## config.mk

```make
export PLATFORM = sky130hd
export DESIGN_NAME = ext_obi_rr_arbiter
export DESIGN_NICKNAME = d
export VERILOG_FILES = /design/src/rtl/ext_obi_rr_arbiter_pkg.sv /design/src/rtl/ext_obi_resp_route_fifo.sv /design/src/rtl/ext_obi_rr_arbiter.sv
export SDC_FILE = /design/constraint.sdc
export NUM_CORES = 1
export LEC_CHECK = 0
export BUFFER_PORTS_ARGS = -buffer_cell sky130_fd_sc_hd__buf_2
export CAP_MARGIN = 40
export CORE_AREA = 5 5 200 202
export DETAILED_ROUTE_END_ITERATION = 12
export DIE_AREA = 0 0 205 207
export PLACE_DENSITY = 0.44
export SLEW_MARGIN = 10
export SYNTH_ARGS = -nofsm -noshare
export SYNTH_HDL_FRONTEND = slang
export SYNTH_SLANG_ARGS = --single-unit
```

## constraint.sdc

```tcl
create_clock -name clk_i -period 3.1 [get_ports clk_i]
set_input_delay 0.155 -clock clk_i [delete_from_list [all_inputs] [get_ports clk_i]]
set_output_delay 0.155 -clock clk_i [all_outputs]
set_load 0.05 [all_outputs]
```

## src/rtl/ext_obi_rr_arbiter_pkg.sv

```systemverilog
`default_nettype none
// ============================================================================
// Module      : ext_obi_rr_arbiter_pkg
// Description : OBI request/response types and shared constants for the
//               external-bus round-robin arbiter.
// Revision    : 1.0 - initial release
// ============================================================================
package ext_obi_rr_arbiter_pkg;

  // OBI address-phase request from a master
  typedef struct packed {
    logic        req;
    logic        we;
    logic [3:0]  be;
    logic [31:0] addr;
    logic [31:0] wdata;
  } obi_req_t;

  // OBI grant and response-phase signals back to a master
  typedef struct packed {
    logic        gnt;
    logic        rvalid;
    logic [31:0] rdata;
  } obi_resp_t;

  // Outstanding-transaction limit used when the arbiter is placed at top level
  localparam int unsigned EXT_ARB_MAX_OUTSTANDING = 2;

  // Index width that stays at least one bit wide for a single master
  function automatic int unsigned idx_width(input int unsigned num);
    return (num > 1) ? $clog2(num) : 1;
  endfunction

endpackage
`default_nettype wire

```

## src/rtl/ext_obi_resp_route_fifo.sv

```systemverilog
`default_nettype none
// ============================================================================
// Module      : ext_obi_resp_route_fifo
// Description : Synchronous FIFO of master indices. One entry per accepted
//               address phase; the head tells which master owns the next
//               response.
// Revision    : 1.0 - initial release
// ============================================================================
module ext_obi_resp_route_fifo #(
  parameter int unsigned DEPTH = 2,
  parameter int unsigned WIDTH = 2,
  localparam int unsigned CNT_W = $clog2(DEPTH + 1)
) (
  input  logic             clk_i,
  input  logic             rst_ni,
  input  logic             push_i,
  input  logic [WIDTH-1:0] data_i,
  input  logic             pop_i,
  output logic             full_o,
  output logic             empty_o,
  output logic [WIDTH-1:0] head_o,
  output logic [CNT_W-1:0] cnt_o
);

  localparam int unsigned PTR_W = (DEPTH > 1) ? $clog2(DEPTH) : 1;

  logic [WIDTH-1:0] r_mem [DEPTH];
  logic [PTR_W-1:0] r_wr_ptr;
  logic [PTR_W-1:0] r_rd_ptr;
  logic [CNT_W-1:0] r_cnt;
  logic             w_push;
  logic             w_pop;

  function automatic logic [PTR_W-1:0] ptr_inc(input logic [PTR_W-1:0] p);
    return (p == PTR_W'(DEPTH - 1)) ? '0 : p + PTR_W'(1);
  endfunction

  assign full_o  = (r_cnt == CNT_W'(DEPTH));
  assign empty_o = (r_cnt == '0);
  assign head_o  = r_mem[r_rd_ptr];
  assign cnt_o   = r_cnt;

  // Full blocks pushes even when a pop happens in the same cycle (no bypass)
  assign w_push = push_i & ~full_o;
  assign w_pop  = pop_i & ~empty_o;

  // Storage, pointers and occupancy count
  always_ff @(posedge clk_i or negedge rst_ni) begin
    if (!rst_ni) begin
      for (int unsigned i = 0; i < DEPTH; i++) begin
        r_mem[i] <= '0;
      end
      r_wr_ptr <= '0;
      r_rd_ptr <= '0;
      r_cnt    <= '0;
    end else begin
      if (w_push) begin
        r_mem[r_wr_ptr] <= data_i;
        r_wr_ptr        <= ptr_inc(r_wr_ptr);
      end
      if (w_pop) begin
        r_rd_ptr <= ptr_inc(r_rd_ptr);
      end
      if (w_push && !w_pop) begin
        r_cnt <= r_cnt + CNT_W'(1);
      end else if (!w_push && w_pop) begin
        r_cnt <= r_cnt - CNT_W'(1);
      end
    end
  end

endmodule
`default_nettype wire

```

## src/rtl/ext_obi_rr_arbiter.sv

```systemverilog
`default_nettype none
// ============================================================================
// Module      : ext_obi_rr_arbiter
// Description : N-to-1 OBI arbiter. Round-robin address-phase arbitration
//               with request locking until grant, and in-order routing of
//               responses back to the issuing master.
// Revision    : 1.0 - initial release
// ============================================================================
module ext_obi_rr_arbiter
  import ext_obi_rr_arbiter_pkg::*;
#(
  parameter int unsigned NUM_MASTERS     = 4,
  parameter int unsigned MAX_OUTSTANDING = EXT_ARB_MAX_OUTSTANDING
) (
  input  logic                        clk_i,
  input  logic                        rst_ni,
  input  obi_req_t  [NUM_MASTERS-1:0] master_req_i,
  output obi_resp_t [NUM_MASTERS-1:0] master_resp_o,
  output obi_req_t                    slave_req_o,
  input  obi_resp_t                   slave_resp_i,
  output logic                        busy_o,
  output logic                        proto_err_o
);

  localparam int unsigned IDX_WIDTH = idx_width(NUM_MASTERS);
  localparam int unsigned CNT_WIDTH = $clog2(MAX_OUTSTANDING + 1);

  logic [IDX_WIDTH-1:0] r_rr_ptr;
  logic                 r_lock;
  logic [IDX_WIDTH-1:0] r_sel;
  logic                 r_proto_err;

  logic [IDX_WIDTH-1:0] w_rr_winner;
  logic                 w_found;
  logic [IDX_WIDTH-1:0] w_winner;
  obi_req_t             w_slave_req;
  logic                 w_hs;
  logic                 w_pop;
  logic                 w_full;
  logic                 w_empty;
  logic [IDX_WIDTH-1:0] w_head;
  logic [CNT_WIDTH-1:0] w_cnt;

  // (base + off) mod NUM_MASTERS, with base < NUM_MASTERS and off <= NUM_MASTERS
  function automatic logic [IDX_WIDTH-1:0] wrap_add(input logic [IDX_WIDTH-1:0] base,
                                                    input int unsigned off);
    int unsigned sum;
    sum = 32'(base) + off;
    if (sum >= NUM_MASTERS) begin
      sum = sum - NUM_MASTERS;
    end
    return IDX_WIDTH'(sum);
  endfunction

  // Round-robin scan: first requester at or after the pointer
  always_comb begin
    w_rr_winner = r_rr_ptr;
    w_found     = 1'b0;
    for (int unsigned i = 0; i < NUM_MASTERS; i++) begin
      if (!w_found && master_req_i[wrap_add(r_rr_ptr, i)].req) begin
        w_found     = 1'b1;
        w_rr_winner = wrap_add(r_rr_ptr, i);
      end
    end
  end

  // A locked selection keeps the slave-side address phase stable until granted
  assign w_winner = r_lock ? r_sel : w_rr_winner;

  // Forward the winner's request, held off while no tracking slot is free
  always_comb begin
    w_slave_req     = master_req_i[w_winner];
    w_slave_req.req = master_req_i[w_winner].req & ~w_full;
  end

  assign slave_req_o = w_slave_req;
  assign w_hs        = w_slave_req.req & slave_resp_i.gnt;
  assign w_pop       = slave_resp_i.rvalid & ~w_empty;

  // Grant to the winner only; response and rdata to the FIFO head only
  always_comb begin
    master_resp_o = '0;
    for (int unsigned i = 0; i < NUM_MASTERS; i++) begin
      if (w_hs && (w_winner == IDX_WIDTH'(i))) begin
        master_resp_o[i].gnt = 1'b1;
      end
      if (w_pop && (w_head == IDX_WIDTH'(i))) begin
        master_resp_o[i].rvalid = 1'b1;
        master_resp_o[i].rdata  = slave_resp_i.rdata;
      end
    end
  end

  // Pointer advance on handshake, lock while a request waits for its grant
  always_ff @(posedge clk_i or negedge rst_ni) begin
    if (!rst_ni) begin
      r_rr_ptr <= '0;
      r_lock   <= 1'b0;
      r_sel    <= '0;
    end else if (w_hs) begin
      r_rr_ptr <= wrap_add(w_winner, 1);
      r_lock   <= 1'b0;
    end else if (w_slave_req.req) begin
      r_lock   <= 1'b1;
      r_sel    <= w_winner;
    end else begin
      // A withdrawn request releases the lock so other masters are not starved
      r_lock   <= 1'b0;
    end
  end

  // Sticky flag for a response arriving with nothing outstanding
  always_ff @(posedge clk_i or negedge rst_ni) begin
    if (!rst_ni) begin
      r_proto_err <= 1'b0;
    end else if (slave_resp_i.rvalid && w_empty) begin
      r_proto_err <= 1'b1;
    end
  end

  ext_obi_resp_route_fifo #(
    .DEPTH (MAX_OUTSTANDING),
    .WIDTH (IDX_WIDTH)
  ) u_route_fifo (
    .clk_i   (clk_i),
    .rst_ni  (rst_ni),
    .push_i  (w_hs),
    .data_i  (w_winner),
    .pop_i   (w_pop),
    .full_o  (w_full),
    .empty_o (w_empty),
    .head_o  (w_head),
    .cnt_o   (w_cnt)
  );

  assign busy_o      = (w_cnt != '0);
  assign proto_err_o = r_proto_err;

endmodule
`default_nettype wire

```

==> flow_summary.json <==
{
  "path_cells": "nor3b_1, a2111oi_2, o31ai_4, bufinv_16, buf_4, nand2_1, and3_1, a31oi_1, clkbuf_4",
  "worstSetupPathType": "flop to output port",
  "avgSynthCellArea_um2": 5.646,
  "cts_tree": "yes",
  "grt_max_degree": 74,
  "num_rows": 72,
  "slowest_stage": "a2111oi_2",
  "clkLatencyLatePin_ps": 240,
  "synth.distinct_cells": 48,
  "ioPinCount": 524,
  "cts_root_buf": "clkbuf_16",
  "grtUsageMet1_pct": 12.95,
  "grt_pass1_wl_mm": 40.89,
  "synth_seq_cells": 14,
  "coreArea_um2": 38110,
  "synth_area_um2": 4020,
  "area_delta_synth_final_pct": 93.59,
  "fin_crit_ps": 2982,
  "grt_usage_pct": 12.11,
  "first_iter_violations": 355,
  "rsz0062_at_grt": "false",
  "antenna_found_initial": 14,
  "async_flop_share_pct": 100.0,
  "power_density_nw_per_um2": 1447,
  "hpwlAfterDp_mm": 24.62,
  "synth.net_count": 1033,
  "grt.busiest_layer": "met2",
  "drv_cap": 0,
  "synth-edff-count": 0,
  "htreeDepth": 1,
  "via_count": 6889,
  "grt_pass1_vias": 6774,
  "tightest_slew_ps": 520.0,
  "r2r_start": "r_rr_ptr[1]",
  "cts.sink_count": 14,
  "finalHoldViolCount": 0,
  "tns_ps": 0,
  "yosys.area.top_type": "nand2_1",
  "met2_usage_pct": 23.28,
  "max_stage_delay_ps": 460,
  "rrSetupSlack_ps": 420,
  "setup_viol": 0,
  "cts_buffer_depth": 2,
  "yosys.area.top_type_share_pct": 26.42,
  "maxSlewHeadroom_pct": 64.96,
  "leakagePower_nw": 4.473,
  "gp_congestion": 0.8931,
  "status": "complete, no violations",
  "synth_ff_type": "dfrtp_1",
  "met3_usage_pct": 3.691,
  "portBuffers": 523,
  "syn_inst": 712,
  "hold_class": "input pin to flop",
  "layout-drive-gt1-share_pct": 47.26,
  "overflow": 0,
  "crit_buf_inv": 3,
  "setup_slack_ps": 117.8,
  "cts_buffers": 3,
  "vias_per_cell": 3.989,
  "ys.warnings.count": 0,
  "yosysSeqAreaShare_pct": 8.715,
  "drt-pass1-iter-count": 5,
  "crit_family": "compound AO/OA/AOI/OAI gates",
  "cp-end-kind": "output port",
  "worstPathMaxFanout": 32,
  "layout.nets": 1529,
  "worstSetupStartpointType": "flop",
  "initial_core_util_pct": 10.55,
  "drv_slew": 0,
  "fmax_mhz": 335.3,
  "worstPathRequired_ps": 2940,
  "fin_crit_sh_pct": 96.20,
  "startpoint": "r_rr_ptr[1]",
  "synth_area_leaders": "nand2_1 26%, and2_1 21%, and3_1 12%, a31oi_1 11%, dfrtp_1 8.7%",
  "skew_ps": 3.855,
  "avgRoutedWirePerCell_um": 16.50,
  "route.detailed.drc": 0,
  "min_from": "slave_resp_i[32]",
  "die_h_um": 207,
  "chipWidth_um": 205,
  "die-area_um2": 42440,
  "drt-total-wl_mm": 28.49,
  "cp.arrival_ps": 2830,
  "peakVddDrop_mv": 0.9855,
  "dp_slack_ps": 202.6,
  "clkTransAtPathRegs_ps": 50,
  "ant_nets": 0,
  "power_w": 0.01126
}
-- Yosys cell counts (all sizes together), types with 2 or more instances --
master,n
nor3b,3
nand2b,5
clkbuf,46
dfrtp,14
o31ai,2
xnor2,3
inv,9
a31oi,73
and2,132
mux2,4
xor2,2
nand2,283
nor2,9
o21ai,6
and3,75
ha,5
o41ai,2
nor2b,2
a21oi,6
buf,14
-- logic make-up (layout without fill, tap and decap cells) --
group / Yosys count / in the layout / share of synthesized area [%]
AND/OR/NAND/NOR: 513 / 513 / 62.00
other: 0 / 3 / 0
buffers and inverters: 69 / 563 / 6.941
multiplexers: 5 / 5 / 1.556
XOR/XNOR: 5 / 5 / 1.090
AO/OA/AOI/OAI: 101 / 101 / 18.15
flip-flops: 14 / 14 / 8.715
adder cells (fa/ha/maj): 5 / 5 / 1.556
-- power by group --
group / switching, W / leakage (nW) / internal [W] / total [W]
Clock: 0.0000711 / 0.0370 / 0.000169 / 0.000240
Sequential: 0.000119 / 0.157 / 0.000267 / 0.000386
Combinational: 0.00731 / 4.28 / 0.00332 / 0.0106
Total: 0.00750 / 4.47 / 0.00376 / 0.0113
-- metrics by stage --
step           hold slack [ps]  area (µm²)  utilization (%)  instances
2_1_floorplan           -140.6        4020                -        712
3_3_place_gp             77.11        7612            19.98       1718
3_5_place_dp             83.15        7612            19.98       1718
4_1_cts                  174.9        7700            20.21       1722
5_1_grt                  188.2        7782            20.42       1727
6_report                 170.9        7782            20.42       1727
-- flip-flops by register name, indices dropped and copies added (netlist names) --
signal	flops
proto_err_o	1
r_lock	1
r_rr_ptr	2
r_sel	2
u_route_fifo.cnt_o	2
u_route_fifo.r_mem	4
u_route_fifo.r_rd_ptr	1
u_route_fifo.r_wr_ptr	1
-- final timing paths --
path / to / cells after the start
max: slave_req_o[25] / 9
min: proto_err_o / 2
max reg2reg: u_route_fifo.cnt_o[1] / 9
min reg2reg: proto_err_o / 1
max in group asynchronous: u_route_fifo.cnt_o[1] / 2
min in group asynchronous: u_route_fifo.r_mem[0] / 2
-- cell type report --
type / count / area (µm²)
Antenna cell: 3 / 7.507
Timing Repair Buffer: 551 / 3241
Tap cell: 518 / 648.1
Inverter: 9 / 60.06
Multi-Input combinational cell: 629 / 3401
Sequential cell: 14 / 350.3
Clock buffer: 3 / 75.07
Fill cell: 4455 / 30320
-- layer usage --
layer  up-vias  part of all wire [%]
met5         -                  0.17
met3        50                    11
met1      3087                    36
li1       3349                     -
met4         8                   2.4
met2       395                    51
-- placed cells by master (no fill, tap or decap), types with 2 or more instances in the layout --
master / synthesis / routed
o21ai_0: 3 / 3
nor2_1: 9 / 9
a21oi_1: 5 / 4
and3_1: 75 / 75
a31oi_2: 1 / 2
xnor2_1: 3 / 3
diode_2: 0 / 3
and2_1: 132 / 132
xor2_1: 2 / 2
o21ai_1: 3 / 3
inv_1: 7 / 7
clkbuf_16: 0 / 4
mux2_4: 2 / 2
a31oi_1: 72 / 71
nand2_1: 283 / 283
buf_12: 0 / 25
a21oi_2: 1 / 2
nand2b_1: 5 / 5
buf_2: 10 / 499
buf_4: 2 / 21
nor2b_1: 2 / 2
ha_1: 5 / 5
clkbuf_4: 0 / 3
nor3b_1: 2 / 2
dfrtp_1: 14 / 14
-- worst register-to-register path, stage by stage (launching register included) --
cell       delay, ps
dfrtp_1          440
nor3b_1          180
a2111oi_2        460
o31ai_4          130
bufinv_16        300
a31oi_2          170
and2_1           290
ha_1             330
nor2_1           160
xor2_1           150
-- what timing repair did --
item	4_1_cts	5_1_grt
pin swaps	0	1
hold buffers	1	0
endpoints found under the hold margin	14	0
cloned	0	1
setup endpoints to repair	1	22
buffers inserted	0	1
gates resized for setup	1	8
Power figures use the tool's default switching activity.
